## src/rtl/rom_ctrl_check_seq.sv

```systemverilog
// ROM integrity check sequencer.
// Fetches the expected digest from the top of ROM, captures the KMAC digest,
// runs the digest comparator and publishes the final done/good verdict.
// Any protocol inconsistency parks the block in a terminal Error state with a sticky alert.
module rom_ctrl_check_seq #(
    parameter int unsigned      NumWords = 8,
    parameter int unsigned      RomAw    = 12,
    parameter logic [RomAw-1:0] ExpBase  = 12'hFF8
) (
    input  logic                   clk_i,
    input  logic                   rst_ni,
    input  logic                   init_i,
    output logic                   exp_req_o,
    output logic [RomAw-1:0]       exp_addr_o,
    input  logic                   exp_rvalid_i,
    input  logic [31:0]            exp_rdata_i,
    input  logic                   kmac_valid_i,
    input  logic [NumWords*32-1:0] kmac_digest_i,
    output logic [NumWords*32-1:0] digest_o,
    output logic [NumWords*32-1:0] exp_digest_o,
    output logic                   cmp_start_o,
    input  logic                   cmp_done_i,
    input  logic [3:0]             cmp_good_i,
    output logic                   done_o,
    output logic [3:0]             good_o,
    output logic                   alert_o
);

    // One extra bit so the index can reach NumWords without wrapping.
    localparam int unsigned      IdxW    = ((NumWords > 1) ? $clog2(NumWords) : 1) + 1;
    localparam logic [IdxW-1:0]  NumIdx  = IdxW'(NumWords);
    localparam logic [IdxW-1:0]  LastIdx = IdxW'(NumWords - 1);

    localparam logic [3:0] MuBi4True  = 4'h6;
    localparam logic [3:0] MuBi4False = 4'h9;

    // Sparse encoding: every pair of legal states differs in at least three bits.
    typedef enum logic [5:0] {
        StIdle     = 6'b100101,
        StReadExp  = 6'b011100,
        StWaitKmac = 6'b110010,
        StCompare  = 6'b001011,
        StDone     = 6'b111001,
        StError    = 6'b010111
    } state_e;

    // Anything other than an explicit MuBi4True is treated as a failing verdict.
    function automatic logic [3:0] sanitize_mubi4(input logic [3:0] v);
        return (v == MuBi4True) ? MuBi4True : MuBi4False;
    endfunction

    state_e                 r_state;
    logic [IdxW-1:0]        r_idx;
    logic                   r_outstanding;
    logic                   r_kmac_seen;
    logic                   r_req;
    logic [RomAw-1:0]       r_addr;
    logic                   r_cmp_start;
    logic                   r_done;
    logic                   r_alert;
    logic [3:0]             r_good;
    logic [NumWords*32-1:0] r_digest;
    logic [NumWords*32-1:0] r_exp_digest;

    logic            w_state_valid;
    logic            w_in_idle;
    logic            w_reading;
    logic            w_collecting;
    logic            w_rsp;
    logic            w_last_rsp;
    logic            w_kmac_cap;
    logic            w_kmac_seen_nxt;
    logic [IdxW-1:0] w_idx_nxt;
    logic            w_issue;
    logic            w_proto_err;

    assign w_state_valid = r_state inside {StIdle, StReadExp, StWaitKmac, StCompare, StDone, StError};
    assign w_in_idle     = (r_state == StIdle);
    assign w_reading     = (r_state == StReadExp);
    assign w_collecting  = w_reading || (r_state == StWaitKmac);

    // A ROM response is only meaningful against the single outstanding request.
    assign w_rsp      = w_reading && exp_rvalid_i && r_outstanding;
    assign w_last_rsp = w_rsp && (r_idx == LastIdx);

    // Only the first KMAC pulse of a check is captured; a second one is an error.
    assign w_kmac_cap      = w_collecting && kmac_valid_i && !r_kmac_seen;
    assign w_kmac_seen_nxt = r_kmac_seen || w_kmac_cap;

    // Index saturates at NumWords; the next request may issue on the response edge.
    assign w_idx_nxt = (w_rsp && (r_idx < NumIdx)) ? r_idx + IdxW'(1) : r_idx;
    assign w_issue   = w_reading && (!r_outstanding || w_rsp) && (w_idx_nxt < NumIdx);

    // A completion that stays high in Done is the normal level behaviour of the comparator.
    assign w_proto_err = (init_i && !w_in_idle)
                       || (exp_rvalid_i && !r_outstanding && !w_in_idle)
                       || (kmac_valid_i && r_kmac_seen)
                       || (cmp_done_i && (r_state != StCompare) && (r_state != StDone))
                       || (w_in_idle && (r_idx != '0));

    // Sequencer FSM with registered outputs and the captured digest registers.
    always_ff @(posedge clk_i or negedge rst_ni) begin
        if (!rst_ni) begin
            r_state       <= StIdle;
            r_idx         <= '0;
            r_outstanding <= 1'b0;
            r_kmac_seen   <= 1'b0;
            r_req         <= 1'b0;
            r_addr        <= '0;
            r_cmp_start   <= 1'b0;
            r_done        <= 1'b0;
            r_alert       <= 1'b0;
            r_good        <= MuBi4False;
            r_digest      <= '0;
            r_exp_digest  <= '0;
        end else begin
            r_req       <= 1'b0;
            r_cmp_start <= 1'b0;
            if (!w_state_valid || w_proto_err || (r_state == StError)) begin
                r_state       <= StError;
                r_alert       <= 1'b1;
                r_done        <= 1'b0;
                r_good        <= MuBi4False;
                r_outstanding <= 1'b0;
            end else begin
                if (w_kmac_cap) begin
                    r_digest    <= kmac_digest_i;
                    r_kmac_seen <= 1'b1;
                end
                case (r_state)
                    StIdle: begin
                        if (init_i) begin
                            r_state <= StReadExp;
                        end
                    end
                    StReadExp: begin
                        if (w_rsp) begin
                            for (int unsigned i = 0; i < NumWords; i++) begin
                                if (r_idx == IdxW'(i)) begin
                                    r_exp_digest[i*32 +: 32] <= exp_rdata_i;
                                end
                            end
                            r_idx <= w_idx_nxt;
                        end
                        if (w_issue) begin
                            r_req         <= 1'b1;
                            r_addr        <= ExpBase + RomAw'(w_idx_nxt);
                            r_outstanding <= 1'b1;
                        end else if (w_rsp) begin
                            r_outstanding <= 1'b0;
                        end
                        if (w_last_rsp) begin
                            if (w_kmac_seen_nxt) begin
                                r_state     <= StCompare;
                                r_cmp_start <= 1'b1;
                            end else begin
                                r_state <= StWaitKmac;
                            end
                        end
                    end
                    StWaitKmac: begin
                        if (w_kmac_cap) begin
                            r_state     <= StCompare;
                            r_cmp_start <= 1'b1;
                        end
                    end
                    StCompare: begin
                        if (cmp_done_i) begin
                            r_good  <= sanitize_mubi4(cmp_good_i);
                            r_done  <= 1'b1;
                            r_state <= StDone;
                        end
                    end
                    StDone: begin
                        r_state <= StDone;
                    end
                    default: begin
                        r_state <= StError;
                        r_alert <= 1'b1;
                    end
                endcase
            end
        end
    end

    assign exp_req_o    = r_req;
    assign exp_addr_o   = r_addr;
    assign digest_o     = r_digest;
    assign exp_digest_o = r_exp_digest;
    assign cmp_start_o  = r_cmp_start;
    assign done_o       = r_done;
    assign good_o       = r_good;
    assign alert_o      = r_alert;

endmodule

```

## config.mk

```make
export PLATFORM = sky130hd
export DESIGN_NAME = rom_ctrl_check_seq
export DESIGN_NICKNAME = d
export VERILOG_FILES = /design/src/rtl/rom_ctrl_check_seq.sv
export SDC_FILE = /design/constraint.sdc
export NUM_CORES = 1
export LEC_CHECK = 0
export ABC_CLOCK_PERIOD_IN_PS = 3250
export BUFFER_PORTS_ARGS = -buffer_cell sky130_fd_sc_hd__buf_4
export CAP_MARGIN = 20
export CORE_AREA = 2 2 326 328
export CTS_CLUSTER_SIZE = 16
export DETAILED_ROUTE_END_ITERATION = 8
export DIE_AREA = 0 0 328 330
export GPL_ROUTABILITY_DRIVEN = 0
export PLACE_DENSITY_LB_ADDON = 0.05
export RECOVER_POWER = 50
export SKIP_LAST_GASP = 1
export SLEW_MARGIN = 30
export SYNTH_ARGS = -nofsm -noshare
export SYNTH_HDL_FRONTEND = slang
export SYNTH_SLANG_ARGS = --single-unit
```

## constraint.sdc

```tcl
create_clock -name clk_i -period 3.25 [get_ports clk_i]
set_input_delay 0.65 -clock clk_i [delete_from_list [all_inputs] [get_ports clk_i]]
set_output_delay 0.65 -clock clk_i [all_outputs]
set_load 0.03 [all_outputs]
```

==> run_results.csv <==
group,metric,value,unit
placed_design,dp_hpwl,62800,um
yosys,yosys_warnings,0,
clock_tree,cts-buffers-inserted,72,
worst_setup_path,crit_type,"register to register",
grt,grt_start_max_net_pins,81,
yosys,synth_flop_cell,"dfrtp_1",
final_layout,drive_gt1_frac,0.441,
die,io_pins,830,
worst_setup_path,worst-path-max-fanout,29,
clock_tree,insertion_delay,0.62,ns
timing,slew_headroom,-0.285,
die,die-width,328,um
drt,vias,13900,
grt,grt_pass1_wl,115000,um
yosys,async_flop_share,1.00,
timing,rsz0062_at_grt,"false",
timing,fin_skew,0.0249,ns
timing,drv_slew,44,
final_layout,mostFrequentLayoutCells,"584 x buf_4, 530 x dfrtp_1, 299 x mux2_1, 285 x clkbuf_1, 217 x mux2_2",
drt,viasPerCell,3.89,
drt,routed_wirelength,83300,um
timing,setup_violations,0,
timing,hold_viol,0,
clock_tree,cts_tree,"done",
clock_tree,clk_pin_slew,0.06,ns
final_layout,fill_cells,11000,
placed_design,io_buffer_count,829,
grt,grt_antenna_before_repair,7,
drt,dr.pass1.iters,4,
drt,ant_nets,0,
die,row_count,119,
drt,drt_iter0_drc,375,
worst_setup_path,critPathLaunchType,"register",
yosys,ys_ff_latch,534,
grt,grt_pass1_vias,14900,
pwr,peakVddDrop,291,uV
worst_hold_path,hp-class,"input port to register",
timing,period_minus_slack,2.87,ns
worst_setup_path,crit_arrival,3.36,ns
die,die_h,330,um
die,start_util,0.196,
worst_setup_path,cp-end-kind,"register",
yosys,synthCells,1228,
drt,post-route-drc-count,0,
yosys,synth_area_per_cell,16.7,um^2
status,violations,"max-capacitance violations, max-slew violations",
run,drv_cap,1,
final_layout,finish.utilization,0.286,
yosys,synth_nets,1530,
die,core_area,105000,um^2
yosys,ys_seq_area_frac,0.651,
die,die-area,108000,um^2
timing,max_slew.worst_pin.slew,1.93,ns
timing,fin_tns_setup,0,ns
grt,grt.total_usage,0.148,
yosys,syn_area,20500,um^2
clock_tree,cts.sinks,534,
timing,fmax,0.348,GHz
drt,wl_per_cell,23.4,um
yosys,synth_edf_count,0,
timing,fin_crit_sh,0.883,
worst_setup_path,cp.required,3.74,ns
final_layout,fin_nets,2411,
clock_tree,cts-resized-gates,0,
pwr,power_density,515,nW/um^2
final_layout,layout_commonest_cell,"buf_4",
grt,grt_overflow,0,
status,run_status,"finished with violations",
clock_tree,htree_levels,3,
clock_tree,cts_setup_buffers,0,
clock_tree,clockBufferDepth,3,
yosys,yosysUniqueCellTypes,52,
pwr,cellLeakagePower,15.6,nW
final_layout,area_delta_synth_final,45.9,%
clock_tree,root_buffer,"clkbuf_16",
-- report_power, final --
part / internal, mW / switching [mW] / leakage [nW]
clock network: 5.09 / 3.08 / 1.21
registers: 6.67 / 0.00857 / 7.41
logic: 0.275 / 0.307 / 6.93
total: 12.0 / 3.40 / 15.6
-- stage by stage --
step                      cells  setup slack (ns)  hold WS [ns]  power [mW]  area, um^2
after floorplan            1228             0.694         0.354        6.86       20500
after global placement     3425             0.373         0.467        7.41       28500
after detailed placement   3425             0.337         0.476        7.41       28500
after CTS                  3553             0.323         0.170        15.8       31000
after global routing       3559             0.174         0.186        16.1       30000
final                      3560             0.380         0.237        15.4       30000
-- worst max-delay path, cell delays in order, from the launching register on --
cell and delay (ns):
dfstp_2 0.60, nand4bb_1 0.20, nor3_1 0.36, o311a_2 0.37, and3_4 0.25, buf_12 0.25
buf_4 0.32, mux2_1 0.36
-- state kept, by name, indices dropped and copies added, names as in the netlist --
register	cells
cmp_start_o	1
exp_digest_o	256
r_idx	4
done_o	1
exp_addr_o	4
r_outstanding	1
alert_o	1
good_o	2
r_kmac_seen	1
r_state	6
exp_req_o	1
digest_o	256
-- kinds of logic (layout without fill, tap and decap cells) --
logic type	after synthesis	after routing	synth area share
flops	534	534	0.651
mux	517	517	0.284
buf+inv	76	1010	0.0294
simple gates	68	68	0.0220
compound gates	25	25	0.00975
fa+ha+maj	4	4	0.00244
xor+xnor	4	4	0.00171
other cells	0	7	0
-- synth_stat cells (all sizes together), types with 4 or more instances --
library cell  instances  area share
a21oi                 5      0.0012
ha                    4      0.0024
nand4                 4      0.0012
buf                  62       0.027
nand2                12      0.0022
nor2                 10      0.0018
nor3                  7      0.0017
dfrtp               530        0.65
nor4                  4      0.0027
inv                   7      0.0013
or2                   6      0.0018
clkbuf                7      0.0013
nand2b                5      0.0015
dfstp                 4      0.0051
mux2                516        0.28
-- per-layer routing --
layer  track usage  share of wire
met3        0.0610          0.090
met2         0.258           0.51
met1         0.162           0.37
met4        0.0515          0.029
met5             0              0
-- path summary, 6_finish.rpt --
check / from / slack, ns / endpoint / cells past startpoint
worst max-delay path: r_state[2] / 0.38 / digest_o[212] / 7
worst min-delay path: kmac_digest_i[107] / 0.24 / digest_o[107] / 2
worst max register to register: r_state[2] / 0.38 / digest_o[212] / 7
worst min register to register: digest_o[253] / 0.48 / digest_o[253] / 1
max in group asynchronous: rst_ni / 0.50 / r_state[4] / 3
min in group asynchronous: rst_ni / 1.07 / digest_o[100] / 2
-- repair_timing --
item | CTS | global route
hold buffers | 1 | 0
setup endpoints to repair | 0 | 0
hold endpoints to repair | 28 | 0
-- final cells by class --
class,instances,area (um^2),area share
Antenna cell,7,17.5,0.000585
Inverter,7,26.3,0.000877
Multi-Input combinational cell,618,6560,0.219
Clock inverter,10,136,0.00455
Timing Repair Buffer,876,5790,0.193
Tap cell,1391,1740,0.0581
Sequential cell,534,13400,0.446
Clock buffer,117,2320,0.0773
Note: power is estimated with default switching activity, not from simulation.
